## src/rtl/char_input_ctrl.sv

```systemverilog
// Player input scheduler: synchronises and debounces the buttons, resolves left/right
// ownership, and issues frame-aligned step/jump commands with a jump cooldown.
module char_input_ctrl #(
  parameter int unsigned DEBOUNCE_CYCLES      = 40000,
  parameter int unsigned JUMP_COOLDOWN_FRAMES = 30
) (
  input  logic clk,
  input  logic rst,
  input  logic btn_left,
  input  logic btn_right,
  input  logic btn_jump,
  input  logic frame_start,
  input  logic enable,
  output logic stepleft,
  output logic stepright,
  output logic stepjump,
  output logic facing
);

  localparam int unsigned CW  = $clog2(DEBOUNCE_CYCLES + 1);
  localparam int unsigned CDW = $clog2(JUMP_COOLDOWN_FRAMES + 1);
  localparam logic [CW-1:0]  DB_LAST = CW'(DEBOUNCE_CYCLES - 1);
  localparam logic [CDW-1:0] CD_LOAD = CDW'(JUMP_COOLDOWN_FRAMES);

  typedef enum logic [1:0] {OWN_NONE, OWN_LEFT, OWN_RIGHT} owner_t;
  typedef enum logic [1:0] {J_IDLE, J_FIRE, J_COOLDOWN} jstate_t;

  // Button index: 0 = left, 1 = right, 2 = jump
  logic [2:0]    sync1, sync2, stable, stable_q, rise;
  logic [CW-1:0] cnt [3];

  always_ff @(posedge clk or posedge rst) begin
    if (rst) begin
      sync1    <= '0;
      sync2    <= '0;
      stable   <= '0;
      stable_q <= '0;
      for (int unsigned i = 0; i < 3; i++) cnt[i] <= '0;
    end else begin
      sync1    <= {btn_jump, btn_right, btn_left};
      sync2    <= sync1;
      stable_q <= stable;
      // The level flips on the DEBOUNCE_CYCLES-th consecutive differing sample
      for (int unsigned i = 0; i < 3; i++) begin
        if (sync2[i] == stable[i]) begin
          cnt[i] <= '0;
        end else if (cnt[i] == DB_LAST) begin
          cnt[i]    <= '0;
          stable[i] <= ~stable[i];
        end else begin
          cnt[i] <= cnt[i] + CW'(1);
        end
      end
    end
  end

  always_comb rise = stable & ~stable_q;

  owner_t owner, owner_n;

  always_ff @(posedge clk or posedge rst) begin
    if (rst) owner <= OWN_NONE;
    else     owner <= owner_n;
  end

  always_comb begin
    owner_n = owner;
    if (rise[0])                         owner_n = OWN_LEFT;
    else if (rise[1])                    owner_n = OWN_RIGHT;
    else if (!stable[0] && !stable[1])   owner_n = OWN_NONE;
    else if (owner == OWN_LEFT  && !stable[0]) owner_n = OWN_RIGHT;
    else if (owner == OWN_RIGHT && !stable[1]) owner_n = OWN_LEFT;
  end

  jstate_t        jstate, jstate_n;
  logic           jump_pend, pend_n;
  logic [CDW-1:0] cd_cnt, cd_n;
  logic           sl_n, sr_n, sj_n, facing_n;

  always_ff @(posedge clk or posedge rst) begin
    if (rst) begin
      jstate    <= J_IDLE;
      jump_pend <= 1'b0;
      cd_cnt    <= '0;
      stepleft  <= 1'b0;
      stepright <= 1'b0;
      stepjump  <= 1'b0;
      facing    <= 1'b0;
    end else begin
      jstate    <= jstate_n;
      jump_pend <= pend_n;
      cd_cnt    <= cd_n;
      stepleft  <= sl_n;
      stepright <= sr_n;
      stepjump  <= sj_n;
      facing    <= facing_n;
    end
  end

  always_comb begin
    jstate_n = jstate;
    pend_n   = jump_pend;
    cd_n     = cd_cnt;
    sl_n     = stepleft;
    sr_n     = stepright;
    sj_n     = stepjump;
    facing_n = facing;
    if (frame_start) begin
      if (!enable) begin
        jstate_n = J_IDLE;
        pend_n   = 1'b0;
        cd_n     = '0;
        sl_n     = 1'b0;
        sr_n     = 1'b0;
        sj_n     = 1'b0;
      end else begin
        sl_n = (owner == OWN_LEFT);
        sr_n = (owner == OWN_RIGHT);
        if (owner == OWN_LEFT)       facing_n = 1'b1;
        else if (owner == OWN_RIGHT) facing_n = 1'b0;
        case (jstate)
          J_IDLE: begin
            if (jump_pend) begin
              pend_n   = 1'b0;
              sj_n     = 1'b1;
              jstate_n = J_FIRE;
            end
          end
          J_FIRE: begin
            sj_n     = 1'b0;
            cd_n     = CD_LOAD;
            pend_n   = 1'b0;
            jstate_n = J_COOLDOWN;
          end
          J_COOLDOWN: begin
            pend_n = 1'b0;
            cd_n   = cd_cnt - CDW'(1);
            if (cd_cnt == CDW'(1)) jstate_n = J_IDLE;
          end
          default: jstate_n = J_IDLE;
        endcase
      end
    end
    // A press coinciding with frame_start is kept for the following frame
    if (rise[2]) pend_n = 1'b1;
  end

endmodule

```

## config.mk

```make
export PLATFORM = sky130hd
export DESIGN_NAME = char_input_ctrl
export DESIGN_NICKNAME = d
export VERILOG_FILES = /design/src/rtl/char_input_ctrl.sv
export SDC_FILE = /design/constraint.sdc
export NUM_CORES = 1
export LEC_CHECK = 0
export ABC_AREA = 1
export BUFFER_PORTS_ARGS = -buffer_cell sky130_fd_sc_hd__buf_2
export CORE_AREA = 10 10 117 119
export CTS_BUF_LIST = sky130_fd_sc_hd__clkbuf_8 sky130_fd_sc_hd__clkbuf_16
export CTS_CLUSTER_SIZE = 10
export DETAILED_ROUTE_END_ITERATION = 16
export DIE_AREA = 0 0 127 129
export PLACE_DENSITY = 0.54
export SYNTH_ARGS = -nofsm -noshare
export SYNTH_HDL_FRONTEND = slang
export SYNTH_SLANG_ARGS = --single-unit
```

## constraint.sdc

```tcl
create_clock -name clk -period 2.4 [get_ports clk]
set_clock_uncertainty 0.1 [all_clocks]
set_input_delay 0.48 -clock clk [delete_from_list [all_inputs] [get_ports clk]]
set_output_delay 0.48 -clock clk [all_outputs]
set_load 0.005 [all_outputs]
```

# Word-level counts from Yosys, hierarchy flattened

Cells that the tools add are included.

Register bits after elaboration: 74
Bits in latches: 0
Memory bits (writable): 0
Bits in read-only memories: 0
Input bits: 7
Output and inout bits: 4
Logic and storage cells: 91
Memories: 0

Add/sub/neg operators: 4
Multiply operators: 0
Divide/modulo/power cells: 0
$lt $le $gt $ge: 0
Equal/unequal tests: 16
Shifts and indexed selects: 0
Multiplexer cells: 28
Bitwise gates (word level): 8
Reductions and logical operators: 18

Operators with widths:

| kind                                                  | number |
|---|---|
| 2-to-1 mux 16 bit                                     | 6 |
| adder 16 x 1 -> 16 bit, second input constant         | 3 |
| == test 16 bit, second input constant                 | 3 |
| 2-to-1 mux 2 bit                                      | 8 |
| 2-to-1 mux 1 bit                                      | 10 |
| one-hot mux 5 bit (2 select lines)                    | 1 |
| AND reduction 2 bit                                   | 5 |
| AND reduction 3 bit                                   | 3 |
| inequality test 3 x 1 -> 1 bit, second input constant | 2 |
| inequality test 3 bit, second input constant          | 2 |
| inverter 1 bit                                        | 6 |
| one-hot mux 2 bit (3 select lines)                    | 1 |
| == test 5 x 1 -> 1 bit, second input constant         | 1 |
| 2-to-1 mux 5 bit                                      | 1 |
| nonzero test 5 bit                                    | 1 |
| subtractor 5 x 1 -> 5 bit, second input constant      | 1 |
| == test 2 x 1 -> 1 bit, second input constant         | 2 |
| == test 2 bit, second input constant                  | 2 |
| nonzero test 2 bit                                    | 2 |
| bitwise AND 3 bit                                     | 1 |
| == test 1 bit                                         | 3 |
| logical AND 1 bit                                     | 3 |
| inequality test 3 x 2 -> 1 bit, second input constant | 1 |
| inverter 3 bit                                        | 1 |
| 4 further kinds                                       | 5 |

# Longest topological paths before layout

Gate-level depths: netlist of the first run.

Depth in word-level cells: 7
Depth in mapped cells: 8
Gate-level depth less buffers: 8

# Worst setup path before layout of the first run

No wires, ideal clock.

Path type: register to register
From: register cnt[32] in the netlist's numbering
To: register cnt[43] in the netlist's numbering
Setup time: 0.121 ns
Data arrival time: 1.185 ns
Required time: 2.179 ns
Slack: 0.994 ns
Stages on the path, launching flop included: 9
Buffers on the path: 0
Clock period less this slack: 1.406 ns
Cells stage by stage: dfrtp_1 > ha_1 > nand2_1 > nor2_1 > inv_1 > nor2_1 > nand2_1 > nand3_1 > nor2_1

Cells in the longest elaborated chain, start to end: 3
Elaborated cells on any way between the ends: 4
Classes of those cells: 1 x add/sub; 1 x eq/ne; 2 x mux

RTL lines:

| element                                                  | line   | text |
|---|---|---|
| start: declaration                                       | 30     | `logic [CW-1:0] cnt [3];` |
| start signal: indexed assignment                         | 51     | `cnt[i] <= cnt[i] + CW'(1);` |
| adder 16 x 1 -> 16 bit or == test 16 bit (tied branches) | 51, 47 |  |
| 2-to-1 mux 16 bit (*)                                    | 47     | `end else if (cnt[i] == DB_LAST) begin` |
| 2-to-1 mux 16 bit (*)                                    | 45     | `if (sync2[i] == stable[i]) begin` |

Every way passes the cells marked *; elsewhere a longest branch is shown, timed or not.
A chain may end at the register's enable or synchronous reset.

# Worst setup path in the final report of the first run

Same ends and word-level chain as after synthesis.

==> results by group, run 1 <==
STA
  – Worst slew margin: 68.07%
  – Final worst path period share: 65.76%
  – Max frequency: 633.6 MHz
  – Total negative setup slack: 0 ns
  – Unrepaired setup endpoints after global routing: no
  – Tightest Pin Transition: approximately 0.48 ns
  – Setup-failing EPs final: 0
  – Final slew viol count: 0
  – Final hold vios: 0
  – Min Clock Period, post-route: ~1.6 ns

Clock tree
  – Post-CTS sizing: 0
  – Post-CTS Hold Fix Bufs: 0
  – Post-CTS setup buffers: 0
  – Clk_lat worst skew: 0.33 ns
  – Sink Count: 74
  – CTS tree: built
  – Cts bufs inserted: 9
  – H-tree depth: 3
  – Clock transition at the registers of the reported paths: 0.06 ns
  – Root Driver: clkbuf_16
  – Longest Clk Path Bufs: 2

Cells and area
  – Multi-input gate area: 0.001752 mm2
  – Nets: 532
  – Layout Cells excl Fill: roughly 670
  – Area delta synth->final: 14.94%
  – Register area: 0.001852 mm2
  – Most frequent cells in the layout: nor2_1, nand2_1, dfrtp_1
  – Leading cell type in the layout, fill and taps excluded: nor2_1
  – Layout cell share with drive strength beyond 1: 9.195%
  – # fillers: 1,187
  – Antenna cells: 0

Die
  – Core Region: around 0.011 mm2
  – Rows: 39
  – Die Y: 129 um
  – Starting Density: about 34%
  – IO Pins: 11
  – Die extent in x: 127 um
  – Die ar.: between 0.015 and 0.02 mm2

Place
  – Final HPWL DP: around 5600 um
  – Inst Count DP: 650
  – PortBufs: 10
  – Gpl congestion: approximately 0.83

Pwr
  – Clk network pwr share: 46.3%
  – Leakage power: between 0.002 and 0.0025 uW
  – Pwr per Cell Area: between 700 and 800 mW/mm2
  – Cell Int Power: around 2400 uW
  – Sw frac: 24.34%
  – Net Sw Power: 770.7 uW
  – Worst VDD drop: roughly 0.36 mV
  – Logic pwr share: about a tenth
  – Flop pwr share: 43.6%

Logic synthesis
  – Netlist cell types: 27
  – Mean area per synthesized cell: 7.784 um2
  – FF+latch count, synth: 74
  – Ys flop type: dfrtp_1
  – Mapped Area: 0.003869 mm2
  – Syn Inst Count: slightly below 500
  – Mapped Nets: 511
  – Synthesis Warnings: 0
  – FFs w/ async S/R, synth: 100.0%
  – Post-synth EDFFs: 0
  – Register area share after synthesis: a little under half

Global routing
  – Antenna violations before repair: 0
  – Pin count of the biggest net entering global routing: 57
  – First-pass GRT wire length: between 10,000 and 15,000 um
  – Vias in the first global route: 3,022
  – GRT overflow: 0
  – Total Routing Usage GR: 9.987%

Worst setup path
  – CP Max Fanout: 5
  – Flop-to-flop setup slack: between 0.8 and 0.9 ns
  – R2r endpoint: cnt[43]
  – R2r startpoint: cnt[32]
  – Worst EP required: 2.51 ns
  – Arr. time, crit path: 1.69 ns
  – R2r worst-path depth: 8
  – Setup crit end: cnt[43]
  – Critical path class: reg -> reg
  – Crit path launch type: flip-flop
  – Setup crit start: cnt[32]
  – CP Capture Type: flip-flop

Drt
  – Drt wl/cell: around 12 um
  – Drt pass-1 iters: 5
  – Via density: roughly 4.6
  – Post-Route WL: 7679 um
  – Antenna Violating Nets Remaining: 0
  – Vias: 3,063
  – Initial drt markers: approximately 190
  – # DRC: 0

Run status
  – Outcome: completed

Run
  – MaxCap Viol Count: 0

Min path
  – Hold/Removal Path Class: in -> async
-- worst max-delay path: stages (launching register included) --
cell	delay (ns)
dfrtp_1	0.39
ha_1	0.19
nand2_1	0.11
nor2_1	0.29
inv_1	0.07
nor2_1	0.10
nand2_1	0.08
nand3_1	0.09
nor2_1	0.04
-- state kept, by name, indices dropped and copies added (netlist names), 2 cells and up --
register,count
owner,2
cd_cnt,5
stable_q,3
sync2,3
jstate,2
sync1,3
stable,3
cnt,48
-- per-layer routing --
| layer | vias up | GRT usage, % | share of wire (%) |
|---|---|---|---|
| met3 | 8 | 3.039 | 3.6 |
| met2 | 46 | 15.80 | 45 |
| met4 | 0 | 3.483 | 1.2 |
| met5 | - | 0 | 0 |
| li1 | 1601 | - | - |
| met1 | 1408 | 12.66 | 50 |
-- worst min path at each step --
stage | start | end | depth (start not counted)
2_1_floorplan | sync1[0] | sync2[0] | 0
3_3_place_gp | sync1[0] | sync2[0] | 0
3_5_place_dp | sync1[0] | sync2[0] | 0
4_1_cts | rst | cnt[17] | 2
5_1_grt | rst | cnt[17] | 2
6_report | rst | cnt[17] | 2
-- Yosys cell counts (all sizes together) (7+ instances only) --
library cell	number	area, um2
xor2	12	112.6
nand3	41	227.7
nor3	7	35.03
o21ai	16	80.08
nand4	15	93.84
nand2	109	414.2
xnor2	11	103.9
inv	68	255.2
ha	7	87.58
a21oi	7	35.03
dfrtp	74	1852
nor2	117	486.7
-- power groups by stage --
stage / clock [uW] / sequential [uW] / combinational [uW]
CTS: 1520 / 1380 / 327
global route: 1560 / 1390 / 378
global placement: 0 / 1400 / 319
floorplan: 0 / 1390 / 244
finish: 1470 / 1380 / 320
detailed placement: 0 / 1400 / 325
-- logic make-up after synthesis --
| kind of cell | Yosys count | share of synthesized area [%] |
|---|---|---|
| XOR/XNOR | 23 | 5.595 |
| AO/OA/AOI/OAI | 28 | 3.816 |
| buffers and inverters | 70 | 6.856 |
| flip-flops | 74 | 47.87 |
| AND/OR/NAND/NOR | 295 | 33.60 |
| adder cells (fa/ha/maj) | 7 | 2.264 |
-- through the flow --
step                total power (uW)  instance area (um2)  utilization [%]  hold slack, ns  setup slack (ns)
finish                          3167                 4447            39.28         0.06770            0.8218
global route                    3336                 4447            39.28         0.08566            0.6397
floorplan                       1635                 3872                -          0.2312            0.9941
CTS                             3224                 4447            39.28         0.07475            0.8148
detailed placement              1729                 4119            36.38          0.2410            0.8313
global placement                1719                 4119            36.38          0.2340            0.8793
-- layout make-up --
class	instances	share of cell area (%)
inverter	68	5.824
timing repair buffer	12	1.745
multi-input combinational	353	39.39
sequential	74	41.64
clock inverter	4	1.688
clock buffer	11	5.684
tap	143	4.024
No activity file was read; power rests on OpenSTA's default activity.
==> run 2: changes to the inputs <==
- clock period: 2.4 -> 1.3 ns (I/O delays scaled with it)
==> run 2 against run 1 <==
Against the previous run: final cell count is 14% higher; sequential power is 86% higher; final area is 27% higher; first-iteration DRC count is 21% higher; the run now ends with negative setup slack left; worst hold slack better by 0.097 ns; via count is 16% higher; clock-buffer cell count is 2 lower; critical path type unchanged; worst setup slack worse by 0.92 ns.
==> results by group, run 2 (synthesis results as in run 1) <==
Global routing
  – M3 GR Usage: 2.094% (was 3.039%)
  – GRT overflow: 0 (unchanged)
  – Vias in the first global route: 3,487 (was 3,022)
  – Total Routing Usage GR: 11.54% (was 9.987%)
  – Antenna violations before repair: 0 (unchanged)
  – Grt peak-use layer: met2 (unchanged)
  – GR Util met1: 14.07% (was 12.66%)
  – First-pass GRT wire length: 15,790 um (was 13,780 um)
  – Met2 usage: 19.14% (was 15.80%)
  – Pin count of the biggest net entering global routing: 42 (was 57)

Drt
  – Drt pass-1 iters: 5 (unchanged)
  – Via density: 4.700 (was 4.606)
  – Antenna Violating Nets Remaining: 0 (unchanged)
  – Post-Route WL: 9536 um (was 7679 um)
  – Drt wl/cell: 12.60 um (was 11.55 um)
  – # DRC: 0 (unchanged)
  – Initial drt markers: 223 (was 185)
  – Vias: 3,558 (was 3,063)

Place
  – Gpl congestion: 0.8548 (was 0.8252)
  – PortBufs: 10 (unchanged)
  – Final HPWL DP: 6388 um (was 5595 um)
  – Placed Instance Area: 0.004639 mm2 (was 0.004119 mm2)

Cells and area
  – Area delta synth->final: 46.28% (was 14.94%)
  – Leading cell type in the layout, fill and taps excluded: nand2_1 (was nor2_1)
  – # fillers: 1,087 (was 1,187)
  – Register area: 0.001858 mm2 (was 0.001852 mm2)
  – Most frequent cells in the layout: nand2_1, buf_4, nor2_1 (was nor2_1, nand2_1, dfrtp_1)
  – Final instance area: 0.005659 mm2 (was 0.004447 mm2)
  – Layout cell share with drive strength beyond 1: 39.74% (was 9.195%)
  – Antenna cells: 0 (unchanged)
  – Biggest regs: cnt x48, cd_cnt x5 (unchanged)
  – Max reg flops: 48 (unchanged)
  – Nets: 623 (was 532)
  – Multi-input gate area: 0.002267 mm2 (was 0.001752 mm2)
  – Largest Register: cnt (unchanged)

Run status
  – Violated checks: negative setup slack
  – Outcome: finished, violations left (was completed)

STA
  – Final worst slack: -0.1013 ns (was 0.8218 ns)
  – Final slew viol count: 0 (unchanged)
  – Setup-failing EPs final: 42 (was 0)
  – Unrepaired setup endpoints after global routing: yes (was no)
  – Final worst path period share: 107.8% (was 65.76%)
  – Min Hold Slack: 0.1646 ns (was 0.06770 ns)
  – Tightest Pin Transition: 0.2823 ns (was 0.4779 ns)
  – Final hold vios: 0 (unchanged)
  – Max frequency: 713.6 MHz (was 633.6 MHz)
  – Min Clock Period, post-route: 1.401 ns (was 1.578 ns)
  – Worst slew margin: 81.14% (was 68.07%)

Clock tree
  – Longest Clk Path Bufs: 2 (unchanged)
  – Cts bufs inserted: 9 (unchanged)
  – Root Driver: clkbuf_16 (unchanged)
  – CTS tree: built (unchanged)
  – Sink Count: 74 (unchanged)
  – Clk_lat worst skew: 0.34 ns (was 0.33 ns)
  – Clock transition at the registers of the reported paths: 0.06 ns (about the same)
  – H-tree depth: 3 (unchanged)

Worst setup path
  – Critical path class: reg -> reg (unchanged)
  – Arr. time, crit path: 1.52 ns (was 1.69 ns)
  – Worst EP required: 1.42 ns (was 2.51 ns)
  – CP Max Fanout: 5 (unchanged)
  – Crit path launch type: flip-flop (unchanged)
  – CP Capture Type: flip-flop (unchanged)

Die
  – Rows: 39 (unchanged)
  – Die Y: 129 um (unchanged)
  – Die extent in x: 127 um (unchanged)
  – Die ar.: 0.01638 mm2 (unchanged)
  – IO Pins: 11 (unchanged)
  – Starting Density: 34.17% (unchanged)
  – Core Region: 0.01132 mm2 (unchanged)

Pwr
  – Pwr per Cell Area: 1025 mW/mm2 (was 712.1 mW/mm2)
  – Leakage power: 0.002575 uW (was 0.002011 uW)
  – Pwr Total: 5799 uW (was 3167 uW)
  – Worst VDD drop: 0.9401 mV (was 0.3560 mV)

Min path
  – Hold/Removal Path Class: in -> reg (was in -> async)

Run
  – MaxCap Viol Count: 0 (unchanged)
## run 2: cell types whose count changed in the layout (fill, tap and decap cells not counted), sizes merged
cell	before	now
buf	12	99
clkinv	0	4
dlygate4sd3	0	4
bufinv	2	0
clkbuf	11	9
inv	67	69
clkinvlp	3	2
## run 2: critical path, cell delays in order, from the launching register on
cell and delay, ns:
dfrtp_1 0.41, ha_4 0.17, nand2_4 0.07, nor2_4 0.17, inv_1 0.06, nor2_1 0.08
nand2_1 0.09, nand3_1 0.09, nor2_1 0.04
## run 2: per-layer routing
layer  up-vias  share of wire (%)
li1       1783                  -
met1      1699                 43
met2        57                 51
met3        19                3.3
met4         0                2.4
met5         -                  0
## run 2: layout make-up
class,instances,area share (%)
clock buffers,9,3.980
clock inverters,7,0.6854
inverters,68,4.577
multi-input cells,353,40.06
flip-flops and latches,74,32.83
well taps,143,3.162
repair buffers,103,14.70
## run 2: power breakdown
| group | switching (uW) | internal, uW | total [uW] |
|---|---|---|---|
| clock | 941 | 1270 | 2210 |
| sequential | 128 | 2450 | 2570 |
| combinational | 569 | 447 | 1020 |
## run 2: path summary, 6_finish.rpt
check / from / endpoint / slack, ns / cells after the start
worst max-delay path: cnt[33] / cnt[43] / -0.10 / 8
worst min-delay path: frame_start / stepleft / 0.16 / 3
worst max register to register: cnt[33] / cnt[43] / -0.10 / 8
worst min register to register: sync1[1] / sync2[1] / 0.25 / 0
max in group asynchronous: rst / cnt[40] / 0.28 / 4
min in group asynchronous: rst / cnt[17] / 0.32 / 3
## run 2: timing repair
| action | CTS | global route |
|---|---|---|
| buffers inserted | 2 | 21 |
| endpoints found under the setup margin | 45 | 60 |
| hold buffers | 4 | 0 |
| hold endpoints to repair | 10 | 0 |
| pin swaps | 32 | 49 |
| gates resized for setup | 55 | 99 |
## run 2: through the flow
| step | util [%] | setup slack, ns | instances | setup TNS (ns) |
|---|---|---|---|---|
| finish | 49.99 | -0.1013 | 757 | -2.244 |
| CTS | 45.67 | -0.09390 | 737 | -1.667 |
| global placement | 40.98 | -0.1088 | 715 | -1.783 |
| floorplan | - | -0.02756 | 497 | -0.04073 |
| global route | 49.99 | -0.1948 | 757 | -6.630 |
| detailed placement | 40.98 | -0.1202 | 715 | -3.186 |
==> run 3: changes to the inputs <==
- CTS_BUF_LIST: sky130_fd_sc_hd__clkbuf_8 sky130_fd_sc_hd__clkbuf_16 -> default
==> run 3 against run 2 <==
Against the previous run: the run still ends with negative setup slack left; power up 0.35%; die area unchanged; largest cell class unchanged; worst hold slack better by 0.0054 ns; via count up 0.45%; register-to-register slack about the same; critical endpoint unchanged; core utilization up 0.74 points.
==> results by group, run 3 (synthesis results as in run 1) <==
Clock tree
  – Clock transition at the registers of the reported paths: 0.06 ns (about the same)
  – Cts bufs inserted: 9 (unchanged)
  – H-tree depth: 3 (unchanged)
  – Clk_lat worst skew: 0.33 ns (was 0.34 ns)
  – CTS tree: built (unchanged)
  – Root Driver: clkbuf_16 (unchanged)
  – Longest Clk Path Bufs: 2 (unchanged)
  – Sink Count: 74 (unchanged)

Die
  – Die Y: 129 um (unchanged)
  – Rows: 39 (unchanged)
  – IO Pins: 11 (unchanged)
  – Core Region: 0.01132 mm2 (unchanged)
  – Starting Density: 34.17% (unchanged)
  – Die extent in x: 127 um (unchanged)
  – Die ar.: 0.01638 mm2 (unchanged)

Drt
  – Drt pass-1 iters: 4 (was 5)
  – Initial drt markers: 191 (was 223)
  – Via density: 4.703 (was 4.700)
  – Vias: 3,574 (was 3,558)
  – Drt wl/cell: 12.75 um (was 12.60 um)
  – Post-Route WL: 9688 um (was 9536 um)
  – # DRC: 0 (unchanged)
  – Antenna Violating Nets Remaining: 0 (unchanged)

Worst setup path
  – Critical path class: reg -> reg (unchanged)
  – Setup crit start: cnt[33] (unchanged)
  – Worst path cell trace: ha_4, nand2_4, nor2_4, inv_1, nor2_1, nand2_1, nand3_1, nor2_1 (unchanged)
  – Crit path launch type: flip-flop (unchanged)
  – Worst EP required: 1.42 ns (about the same)
  – Crit path top cell by count: nor2_1 (unchanged)
  – Critical Path Slowest Stage Cell: dfrtp_1 (unchanged)
  – Crit path largest cell delay: 0.41 ns (about the same)
  – CP Capture Type: flip-flop (unchanged)
  – CP Max Fanout: 5 (unchanged)
  – Arr. time, crit path: 1.53 ns (was 1.52 ns)
  – R2r startpoint: cnt[33] (unchanged)

Run status
  – Outcome: finished, violations left (unchanged)
  – Violated checks: negative setup slack (unchanged)

Cells and area
  – Register area: 0.001861 mm2 (was 0.001858 mm2)
  – Core Util, Final: 50.73% (was 49.99%)
  – Nets: 626 (was 623)
  – Antenna cells: 0 (unchanged)
  – Leading cell type in the layout, fill and taps excluded: nand2_1 (unchanged)
  – Area delta synth->final: 48.45% (was 46.28%)
  – # fillers: 1,066 (was 1,087)
  – Biggest regs: cnt x48, cd_cnt x5 (unchanged)
  – Multi-input gate area: 0.002316 mm2 (was 0.002267 mm2)
  – Layout cell share with drive strength beyond 1: 42.30% (was 39.74%)
  – Max reg flops: 48 (unchanged)
  – Most frequent cells in the layout: nand2_1, buf_4, nor2_1 (unchanged)
  – Largest Register: cnt (unchanged)

STA
  – Min Clock Period, post-route: 1.410 ns (was 1.401 ns)
  – Worst slew margin: 81.13% (was 81.14%)
  – Setup-failing EPs final: 41 (was 42)
  – Min Hold Slack: 0.1700 ns (was 0.1646 ns)
  – Final worst path period share: 108.5% (was 107.8%)
  – Total negative setup slack: -2.302 ns (was -2.244 ns)
  – Final worst slack: -0.1099 ns (was -0.1013 ns)
  – Unrepaired setup endpoints after global routing: yes (unchanged)
  – Max frequency: 709.3 MHz (was 713.6 MHz)
  – Final slew viol count: 0 (unchanged)
  – Final hold vios: 0 (unchanged)
  – Tightest Pin Transition: 0.2825 ns (was 0.2823 ns)

Pwr
  – Pwr Total: 5820 uW (was 5799 uW)
  – Sw frac: 28.14% (was 28.25%)
  – Leakage power: 0.002604 uW (was 0.002575 uW)
  – Clk network pwr share: 38.1% (about the same)
  – Flop pwr share: 44.3% (was 44.4%)
  – Logic pwr share: 17.7% (was 17.5%)
  – Net Sw Power: 1638 uW (about the same)
  – Pwr per Cell Area: 1013 mW/mm2 (was 1025 mW/mm2)
  – Cell Int Power: 4182 uW (was 4161 uW)
  – Worst VDD drop: 0.9176 mV (was 0.9401 mV)

Global routing
  – First-pass GRT wire length: 15,800 um (was 15,790 um)
  – Vias in the first global route: 3,487 (unchanged)
  – Pin count of the biggest net entering global routing: 42 (unchanged)
  – Total Routing Usage GR: 11.55% (was 11.54%)
  – Antenna violations before repair: 0 (unchanged)
  – GRT overflow: 0 (unchanged)

Place
  – Gpl congestion: 0.8548 (unchanged)
  – PortBufs: 10 (unchanged)
  – Pre-CTS setup slack: -0.1202 ns (unchanged)
  – Final HPWL DP: 6388 um (unchanged)

Min path
  – Hold/Removal Path Class: in -> reg (unchanged)
  – Hold Startpoint: frame_start (unchanged)

Run
  – MaxCap Viol Count: 0 (unchanged)
-- run 3: worst max-delay path, delay by kind of cell, from the launching register on --
kind / cells / cell delay, ns
simple gates: 6 / 0.55
flops: 1 / 0.41
buf+inv: 1 / 0.06
fa+ha+maj: 1 / 0.17
-- run 3: cell type report --
cell class                      count  area share [%]
Clock buffer                       11           4.052
Multi-Input combinational cell    353           40.33
Tap cell                          143           3.115
Timing Repair Buffer              106           15.01
Clock inverter                      5          0.5447
Inverter                           68           4.553
Sequential cell                    74           32.40
-- run 3: metrics by stage --
step / instance area (um2) / instances
after CTS: 5165 / 737
after floorplan: 3892 / 497
final: 5743 / 760
after global routing: 5743 / 760
after detailed placement: 4639 / 715
after global placement: 4639 / 715
-- run 3: timing repair --
item,4_1_cts,5_1_grt
hold endpoints to repair,10,0
pin swaps,33,60
hold buffers,4,0
buffers inserted,2,24
resized for setup,52,121
setup endpoints to repair,45,60
-- run 3: metal layers --
layer	wire length, um	vias to the layer above	track usage, %
li1	-	1794	-
met1	4224	1709	14.09
met2	4994	54	19.14
met3	265	17	2.094
met4	204	0	5.961
met5	0	-	0
-- run 3: path summary, 6_finish.rpt --
kind | cells after the start | endpoint | slack [ns]
max | 8 | cnt[43] | -0.11
min | 3 | stepleft | 0.17
max reg2reg | 8 | cnt[43] | -0.11
min reg2reg | 0 | sync2[1] | 0.25
max in group asynchronous | 4 | cnt[39] | 0.28
min in group asynchronous | 3 | cnt[17] | 0.33
-- run 3: power by group through the flow --
stage                     clock, uW  sequential, uW  combinational (uW)
final                          2220            2580                1030
after global routing           2420            2590                1150
after CTS                      2290            2560                 783
after detailed placement          0            2590                 725
after global placement            0            2580                 722
after floorplan                   0            2570                 453
